**src/rtl/div_fu_ctrl.sv**
```systemverilog
// Initiator-side control for the iterative unsigned divider (RV32M DIV/DIVU/REM/REMU).
// Takes one request from the divide reservation station. Signed operands are turned into
// magnitudes before they go to the divider, and the sign of the result is fixed afterwards.
// Divide-by-zero and signed overflow are answered directly, without starting the divider.
// The tagged result goes to the CDB arbiter over a valid/ready handshake.
//
// Ports:
//   inst_clk, rst_n          clock; synchronous active-low reset
//   flush                    kills the op in flight (highest priority)
//   req_valid/req_ready      request handshake; req_op/rs1/rs2/tag/pd are the payload
//   div_start                one-cycle start pulse to the divider
//   div_a/div_b              operand magnitudes, held until div_done
//   div_q/div_r/div_done     divider result, valid only in the div_done cycle
//   resp_valid/resp_ready    result handshake; resp_data/tag/pd are the payload
module div_fu_ctrl #(
    parameter int unsigned TAG_W  = 5,
    parameter int unsigned PREG_W = 6
) (
    input  logic              inst_clk,
    input  logic              rst_n,
    input  logic              flush,
    input  logic              req_valid,
    output logic              req_ready,
    input  logic [1:0]        req_op,
    input  logic [31:0]       req_rs1,
    input  logic [31:0]       req_rs2,
    input  logic [TAG_W-1:0]  req_tag,
    input  logic [PREG_W-1:0] req_pd,
    output logic              div_start,
    output logic [31:0]       div_a,
    output logic [31:0]       div_b,
    input  logic [31:0]       div_q,
    input  logic [31:0]       div_r,
    input  logic              div_done,
    output logic              resp_valid,
    input  logic              resp_ready,
    output logic [31:0]       resp_data,
    output logic [TAG_W-1:0]  resp_tag,
    output logic [PREG_W-1:0] resp_pd
);

    typedef enum logic [2:0] {
        StIdle,
        StLaunch,
        StWait,
        StResp,
        StDrain
    } state_e;

    state_e              state_q, state_d;
    // Keeps req_ready low while reset is asserted and releases it one cycle after.
    logic                ready_en_q;
    logic                is_rem_q, is_rem_d;
    logic                neg_quo_q, neg_quo_d;
    logic                neg_rem_q, neg_rem_d;
    logic [31:0]         a_q, a_d;
    logic [31:0]         b_q, b_d;
    logic [31:0]         data_q, data_d;
    logic [TAG_W-1:0]    tag_q, tag_d;
    logic [PREG_W-1:0]   pd_q, pd_d;

    logic                req_signed;
    logic                rs2_zero;
    logic                req_ovf;
    logic                accept;
    logic [31:0]         special_data;
    logic [31:0]         mag_a;
    logic [31:0]         mag_b;
    logic [31:0]         quo_fixed;
    logic [31:0]         rem_fixed;

    assign req_ready  = (state_q == StIdle) & ready_en_q;
    assign div_start  = (state_q == StLaunch);
    assign resp_valid = (state_q == StResp);
    assign div_a      = a_q;
    assign div_b      = b_q;
    assign resp_data  = data_q;
    assign resp_tag   = tag_q;
    assign resp_pd    = pd_q;

    // op[0]=0 selects the signed variants, op[1]=1 selects remainder.
    assign req_signed = ~req_op[0];
    assign rs2_zero   = (req_rs2 == 32'h0000_0000);
    assign req_ovf    = req_signed & (req_rs1 == 32'h8000_0000) & (req_rs2 == 32'hFFFF_FFFF);
    assign accept     = req_valid & req_ready & ~flush;

    assign special_data = rs2_zero ? (req_op[1] ? req_rs1 : 32'hFFFF_FFFF)
                                   : (req_op[1] ? 32'h0000_0000 : 32'h8000_0000);

    // |0x80000000| wraps back to 0x80000000, which is the correct unsigned magnitude.
    assign mag_a = (req_signed & req_rs1[31]) ? (32'd0 - req_rs1) : req_rs1;
    assign mag_b = (req_signed & req_rs2[31]) ? (32'd0 - req_rs2) : req_rs2;

    assign quo_fixed = neg_quo_q ? (32'd0 - div_q) : div_q;
    assign rem_fixed = neg_rem_q ? (32'd0 - div_r) : div_r;

    always_comb begin
        state_d   = state_q;
        is_rem_d  = is_rem_q;
        neg_quo_d = neg_quo_q;
        neg_rem_d = neg_rem_q;
        a_d       = a_q;
        b_d       = b_q;
        data_d    = data_q;
        tag_d     = tag_q;
        pd_d      = pd_q;

        case (state_q)
            StIdle: begin
                if (accept) begin
                    is_rem_d = req_op[1];
                    tag_d    = req_tag;
                    pd_d     = req_pd;
                    if (rs2_zero || req_ovf) begin
                        // Divider operands are left untouched so div_b never shows 0.
                        data_d  = special_data;
                        state_d = StResp;
                    end else begin
                        a_d       = mag_a;
                        b_d       = mag_b;
                        neg_quo_d = req_signed & (req_rs1[31] ^ req_rs2[31]);
                        neg_rem_d = req_signed & req_rs1[31];
                        state_d   = StLaunch;
                    end
                end
            end
            StLaunch: begin
                // The start pulse still goes out in this cycle; a flush only
                // means the result must be drained and discarded.
                state_d = flush ? StDrain : StWait;
            end
            StWait: begin
                if (flush) begin
                    state_d = div_done ? StIdle : StDrain;
                end else if (div_done) begin
                    data_d  = is_rem_q ? rem_fixed : quo_fixed;
                    state_d = StResp;
                end
            end
            StResp: begin
                if (flush || resp_ready) begin
                    state_d = StIdle;
                end
            end
            StDrain: begin
                if (div_done) begin
                    state_d = StIdle;
                end
            end
            default: begin
                state_d = StIdle;
            end
        endcase
    end

    always_ff @(posedge inst_clk) begin
        if (!rst_n) begin
            state_q    <= StIdle;
            ready_en_q <= 1'b0;
            is_rem_q   <= 1'b0;
            neg_quo_q  <= 1'b0;
            neg_rem_q  <= 1'b0;
            a_q        <= '0;
            b_q        <= '0;
            data_q     <= '0;
            tag_q      <= '0;
            pd_q       <= '0;
        end else begin
            state_q    <= state_d;
            ready_en_q <= 1'b1;
            is_rem_q   <= is_rem_d;
            neg_quo_q  <= neg_quo_d;
            neg_rem_q  <= neg_rem_d;
            a_q        <= a_d;
            b_q        <= b_d;
            data_q     <= data_d;
            tag_q      <= tag_d;
            pd_q       <= pd_d;
        end
    end

endmodule

```
**config.mk**
```make
export PLATFORM = sky130hd
export DESIGN_NAME = div_fu_ctrl
export DESIGN_NICKNAME = d
export VERILOG_FILES = /design/src/rtl/div_fu_ctrl.sv
export SDC_FILE = /design/constraint.sdc
export NUM_CORES = 1
export LEC_CHECK = 0
export ABC_CLOCK_PERIOD_IN_PS = 2500
export CAP_MARGIN = 0
export CORE_AREA = 2 2 125 127
export CTS_CLUSTER_DIAMETER = 200
export CTS_CLUSTER_SIZE = 16
export DETAILED_ROUTE_END_ITERATION = 7
export DIE_AREA = 0 0 127 129
export DONT_BUFFER_PORTS = 1
export PLACE_DENSITY = 0.7
export SYNTH_ARGS = -nofsm -noshare
export SYNTH_HDL_FRONTEND = slang
export SYNTH_SLANG_ARGS = --single-unit
```
**constraint.sdc**
```tcl
create_clock -name inst_clk -period 2.5 [get_ports inst_clk]
set_input_delay 0.25 -clock inst_clk [delete_from_list [all_inputs] [get_ports inst_clk]]
set_output_delay 0.25 -clock inst_clk [all_outputs]
set_load 0.05 [all_outputs]
```
-- Word level (Yosys, flattened, before mapping)
Index checks and enable logic that the tools add are counted.
- word-level logic and storage cells: 71
- register bits after elaboration: 114
- equal/unequal tests: 13
- bitwise logic cells: 12
- mux-type cells: 23
- $add $sub $neg: 4
- reductions and logical operators: 9
- operators with widths (kind ; count):
    $mux W32 ; 12
    $sub A1 B32 Y32 const A ; 4
    $eq A32 B32 Y1 const B ; 2
    $pmux W32 S2 ; 1
    $logic_not A32 Y1 ; 1
    $mux W3 ; 7
    $pmux W3 S5 ; 1
    $and A1 B1 Y1 ; 8
    $ne A2 B2 Y1 const B ; 4
    $eq A3 B2 Y1 const B ; 2
    $reduce_and A5 Y1 ; 1
    $ne A2 B1 Y1 const B ; 2
    $reduce_and A4 Y1 ; 1
    $eq A3 B1 Y1 const B ; 1
    $eq A3 B3 Y1 const B ; 1
    $logic_not A3 Y1 ; 1
    $ne A3 B3 Y1 const B ; 1
    $not A1 Y1 ; 3
    $reduce_and A3 Y1 ; 1
    $logic_or A1 B1 Y1 ; 2
    $mux W2 ; 1
    $reduce_and A2 Y1 ; 1
    $reduce_bool A2 Y1 ; 1
    $mux W1 ; 1
    $xor A1 B1 Y1 ; 1

-- Longest topological paths before layout
Gate-level depths: netlist of run 1.
- depth in word-level cells: 7
- depth in mapped cells: 11
- gate-level depth less buffers: 9

-- Least setup slack after synthesis of run 1
Ideal clock, no wire load.
- path kind: register to register
- from: register state_q[2]
- to: register neg_quo_q
- arrival: 3614 ps
- clock period less this slack: 3684 ps
- setup time: 70 ps
- stages on the path, launching flop included: 8
- slack: -1184 ps
- buffers on the path: 2
- required time: 2430 ps
- path through: dfxtp_1 clkbuf_1 nor4b_1 nand3b_1 or2_2 clkbuf_1 or3_1 a21oi_1
- word-level cells in the longest chain between the ends: 5
- RTL lines (element ; RTL line ; text):
    from (decl) ; 50 ; state_e state_q, state_d;
    from (signal assigned) ; 158 ; state_q <= StIdle;
    from (signal assigned) ; 169 ; state_q <= state_d;
    $logic_not A3 Y1 ; 72 ; assign req_ready = (state_q == StIdle) & ready_en_q;
    $and A1 B1 Y1 ; 72 ;
    via req_ready ; 23 ; output logic req_ready,
    $and A1 B1 Y1 (2 in series) ; 85 ; assign accept = req_valid & req_ready & ~flush;
    $reduce_and A3 Y1 (no source line) ; -- ;
    to (signal assigned) ; 172 ; neg_quo_q <= neg_quo_d;
    to (decl) ; 54 ; logic neg_quo_q, neg_quo_d;
The timed path passes the listed nets, and every way through them passes these cells.
A chain may end at the register's enable or synchronous reset.

-- Worst setup path in the final report of run 1
- from: register state_q[2]
- to: register b_q[18] (netlist: div_b[18])
- word-level cells in the longest chain between the ends: 5
- RTL lines (element ; RTL line ; text):
    $logic_not A3 Y1 * ; 72, 108 ;
    $and A1 B1 Y1 ; 72 ;
    $and A1 B1 Y1 (2 in series) ; 85 ;
    $reduce_and A3 Y1 (no source line) * ; -- ;
    to (signal assigned) ; 164 ; b_q <= '0;
    to (signal assigned) ; 175 ; b_q <= b_d;
    to (decl) ; 57 ; logic [31:0] b_q, b_d;
Every way passes the cells marked *; elsewhere a longest branch is shown, timed or not.

==> results.toml, run 1 <==
[status]
status = "finished, final reports clean"

[timing]
max-slew-margin-rel = 0.598
slew_viol_final = 0
finalSetupViolCount = 0
hold_viol = 0
fmax_ghz = 0.441
finalCritPeriodShare = 0.907
grt_setup_unrepaired = "no"
finalCriticalPeriod_ns = 2.27
worst_pin_slew_ns = 0.602
finClkSkew_ns = 0.00557
tns_ns = 0

[detailed_routing]
vias = 7248
drt_wl_total_um = 24400
vias_per_cell = 6.21
drc = 0
first_pass_iters = 5
final_antenna_net_count = 0
drt-initial-drc-count = 627
wire_per_inst_um = 20.9

[floorplan]
die_x_um = 127
start_util = 0.492
dieArea_um2 = 16400
rows = 45
ioPinCount = 257
die_height_um = 129
core_region_area_um2 = 15000

[final_layout]
syn_to_final_growth_pct = 17.8
finalNetCount = 1118
num_antenna_cells = 0
layout.cells.non_filler = 1167
drive_gt1_frac = 0.128
nFillCells = 1402
final_core_utilization = 0.580

[clock_network]
clk_latency_ns = 0.41
tritoncts = "yes"
clockBufferDepth = 2
cts_resized = 0
clock-sinks = 114
numCtsBuffers = 17
htreeDepth = 4
root_buffer = "clkbuf_16"
clk_pin_slew_worst_paths_ns = 0.05

[yosys]
synthCells = 931
synthFlopType = "dfxtp_1"
synth_edf_count = 0
synth_cell_types = 60
ys.warnings.count = 0
netlist_top_cells_count = "dfxtp_1 (114), nor2_1 (104), nand2_1 (70)"
yosysMostFrequentCell = "dfxtp_1"
synth.area.top_cells = "dfxtp_1 (31%), xnor2_1 (7.5%), xor2_1 (6.6%)"
synth_top_area_cell = "dfxtp_1"
syn_nets = 1083
synth_top_cell_area_share = 0.309
ys_async_sr_fraction = 0
synth-seq-cells = 114
syn_area_per_cell_um2 = 7.92
ys_seq_area_frac = 0.309
synth_area_um2 = 7380

[min_path]
hold_path_class = "in2reg"
hold_start = "req_rs2[1]"

[setup_path]
cp-startpoint = "state_q[2]$_SDFFE_PN0P_"
start_kind = "register"
critPathArrivalTime_ns = 2.58
required_ns = 2.81
cp-end-kind = "register"
crit_fanout = 45
rr_startpoint = "state_q[2]$_SDFFE_PN0P_"
critPathKind = "reg2reg"

[power]
power_frac_comb = 0.102
pwr_density_cell_nw_per_um2 = 612
swShare = 0.267
p_leak_nw = 2.83
ir_worst_vdd_uv = 470
switching_power_mw = 1.42
clockPowerShare = 0.493
p_int_mw = 3.90
seq_power_share = 0.405

[global_route]
antenna_found_initial = 0
grt_max_degree = 51
grt-ovfl-total = 0
grt_pass1_wl_um = 37300
grt_pass1_vias = 6890
track_usage = 0.291

[placed_design]
placed_cells = 1117
io_buffer_count = 0
dp_hpwl_um = 18700
routabilityCongestion = 0.923

[run]
maxCapViolCount = 0
path summary, 6_finish.rpt:
kind	end	slack, ns	cells past startpoint
max	div_b[18]$_SDFFE_PN0P_	0.23	6
min	div_b[1]$_SDFFE_PN0P_	0.01	2
max reg2reg	div_b[18]$_SDFFE_PN0P_	0.23	6
min reg2reg	is_rem_q$_SDFFE_PN0P_	0.59	2
cells in the final DEF, fill, tap and decap left out, types with 6 or more instances in the layout:
master and count:
dfxtp_1 114, nor2_1 103, nand2_1 70, xnor2_1 63
buf_4 62, o21ai_0 61, a21oi_1 59, xor2_1 56
a211oi_1 51, o31ai_1 34, nor3_1 21, clkbuf_16 17
dlygate4sd3_1 17, o211ai_1 16, o41ai_1 15, a31oi_1 15
or3_1 14, nand4_1 13, nand2b_1 13, o21ai_1 12
inv_1 11, nor4_1 11, or4_1 11, a211oi_2 7
o22ai_1 7, nand3_1 6, a22oi_1 6, o41ai_2 6
worst max-delay path, stage by stage (launching register included):
cell and delay (ns):
dfxtp_1 0.42, nor4b_4 0.36, nand3b_1 0.27, nor2_4 0.52, buf_12 0.28, nor2_1 0.07, a211oi_1 0.25
layer usage:
metal | GRT usage | vias to the layer above | wire (um)
met5 | 0 | - | 0
met2 | 0.482 | 317 | 11500
met1 | 0.326 | 3374 | 9530
li1 | - | 3503 | -
met3 | 0.130 | 54 | 2490
met4 | 0.122 | 0 | 844
state kept, by name (all words and copies together) (netlist names):
register    cells
is_rem_q        1
ready_en_q      1
neg_rem_q       1
neg_quo_q       1
resp_pd         6
div_b          32
resp_data      32
state_q         3
div_a          32
resp_tag        5
power by group through the flow:
stage	combinational, mW	clock (mW)	sequential [mW]
floorplan	0.414	0	2.17
finish	0.540	2.62	2.16
CTS	0.539	2.65	2.16
global placement	0.495	0	2.19
detailed placement	0.499	0	2.19
global route	0.600	2.76	2.16
per-stage QoR:
step	total power, mW	setup slack [ns]	hold WS [ns]	area (um^2)
floorplan	2.58	-0.0230	0.278	7400
global placement	2.69	-0.0684	0.283	7860
detailed placement	2.69	-0.101	0.284	7860
CTS	5.35	0.227	0.000829	8690
global route	5.52	0.0740	0.0155	8690
finish	5.32	0.231	0.0148	8690
repair_timing:
item / in CTS / in global routing
setup buffers: 0 / 0
hold buffers: 18 / 0
hold endpoints to repair: 50 / 0
endpoints found under the setup margin: 0 / 0
layout make-up:
cell class | instances | area (um^2) | share of cell area
Clock inverter | 14 | 213 | 0.0245
Inverter | 13 | 48.8 | 0.00562
Multi-Input combinational cell | 736 | 4750 | 0.546
Timing Repair Buffer | 84 | 736 | 0.0847
Tap cell | 188 | 235 | 0.0271
Sequential cell | 114 | 2280 | 0.263
Clock buffer | 18 | 429 | 0.0494
cells by family (layout without fill, tap and decap cells):
family	count (synthesis)	in the layout	synth area share
fa+ha+maj	5	5	0.00848
mux	3	3	0.00407
xor+xnor	119	119	0.141
buf+inv	81	129	0.0516
compound gates	308	308	0.284
simple gates	301	301	0.201
flops	114	114	0.309
No activity file was read; power rests on OpenSTA's default activity.
==> run 2: changes to the inputs <==
HOLD_SLACK_MARGIN = 0.12   (was not set)
==> results.toml, run 2 (same netlist as run 1, synthesis figures left out) <==
[detailed_routing]
drt_wl_total_um = 26600
drc = 0
first_pass_iters = 6
final_antenna_net_count = 0
wire_per_inst_um = 21.6
drt-initial-drc-count = 663
vias_per_cell = 6.33
vias = 7797

[timing]
finalSetupViolCount = 0
worst_pin_slew_ns = 0.668
slew_viol_final = 0
grt_setup_unrepaired = "no"
fmax_ghz = 0.422
finalCritPeriodShare = 0.949
hold_viol = 0
finalCriticalPeriod_ns = 2.37
tns_ns = 0
finClkSkew_ns = 0.00839
max-slew-margin-rel = 0.555
setup_slack_ns = 0.128

[clock_network]
numCtsBuffers = 17
clock-sinks = 114
clk_pin_slew_worst_paths_ns = 0.06
tritoncts = "yes"
root_buffer = "clkbuf_16"
cts_resized = 0
htreeDepth = 4
postCtsSetupBuffers = 0
clk_latency_ns = 0.41
clockBufferDepth = 2

[setup_path]
start_kind = "register"
critPathArrivalTime_ns = 2.66
path_buf_inv = 1
critPathSlowestCell = "nor2_4"
worst_path_largest_cell_delay_ns = 0.49
cp-end-kind = "register"
critPathKind = "reg2reg"
required_ns = 2.79
crit_chain = "nor4b_4, nand3b_1, nor2_4, buf_12, nor2_1, a211oi_1"
cp_top_family = "simple AND/OR/NAND/NOR gates"
crit_fanout = 45

[floorplan]
start_util = 0.492
core_region_area_um2 = 15000
die_height_um = 129
ioPinCount = 257
rows = 45
dieArea_um2 = 16400
die_x_um = 127

[final_layout]
final_common_cell = "dfxtp_1"
final_cell_mix = "dfxtp_1 (114), nor2_1 (103), dlygate4sd3_1 (81)"
layout.cells.non_filler = 1231
finalNetCount = 1182
drive_gt1_frac = 0.120
syn_to_final_growth_pct = 26.5
num_antenna_cells = 0

[power]
ir_worst_vdd_uv = 471
p_leak_nw = 3.10
pwr_density_cell_nw_per_um2 = 585

[global_route]
antenna_found_initial = 0
grt-ovfl-total = 0
grt_max_degree = 51
grt_pass1_vias = 7544
grt_pass1_wl_um = 40800
track_usage = 0.317

[status]
status = "finished, final reports clean"

[run]
maxCapViolCount = 0

[placed_design]
dp_hpwl_um = 18700
io_buffer_count = 0
post-place-ws_ns = -0.101
routabilityCongestion = 0.923
placed_cells = 1117

[min_path]
hold_path_class = "in2reg"
## run 2: cell count changes in the layout (fill, tap and decap cells not counted), sizes merged
cell         before  now
dlygate4sd3      17   81
## run 2: worst paths after layout
| path | start | endpoint | slack (ns) | cells past startpoint |
|---|---|---|---|---|
| worst max register to register | state_q[2]$_SDFFE_PN0P_ | div_b[14]$_SDFFE_PN0P_ | 0.13 | 6 |
| worst min-delay path | req_rs1[3] | div_a[3]$_SDFFE_PN0P_ | 0.14 | 2 |
| worst min register to register | is_rem_q$_SDFFE_PN0P_ | is_rem_q$_SDFFE_PN0P_ | 0.59 | 2 |
| worst max-delay path | state_q[2]$_SDFFE_PN0P_ | div_b[14]$_SDFFE_PN0P_ | 0.13 | 6 |
## run 2: through the flow
stage                     utilization  instance area [um^2]  hold WS, ns  total power [mW]
after floorplan                     -                  7400        0.278              2.58
after global placement          0.525                  7860        0.283              2.69
after CTS                       0.622                  9320        0.122              5.45
final                           0.623                  9330        0.135              5.46
after global routing            0.623                  9330        0.135              5.65
after detailed placement        0.525                  7860        0.284              2.69
## run 2: power breakdown
group          internal [mW]  leakage [nW]  switching [mW]
registers               1.88         0.927           0.273
clock network           1.76         0.302           0.884
logic                  0.319          1.87           0.338
## run 2: area by class of cell
type,instances,area (um^2)
Clock inverter,14,213
Fill cell,1315,5650
Clock buffer,18,429
Multi-Input combinational cell,736,4750
Sequential cell,114,2280
Timing Repair Buffer,148,1380
Tap cell,188,235
Inverter,13,48.8
## run 2: layer usage
metal  global-route usage  routed length, um
met5                    0                  0
met4                0.147               1190
met3                0.121               2710
met2                0.523              12500
met1                0.364              10200
## run 2: what timing repair did
item / 4_1_cts / 5_1_grt
hold buffers: 81 / 1
hold endpoints to repair: 104 / 1
endpoints found under the setup margin: 0 / 1
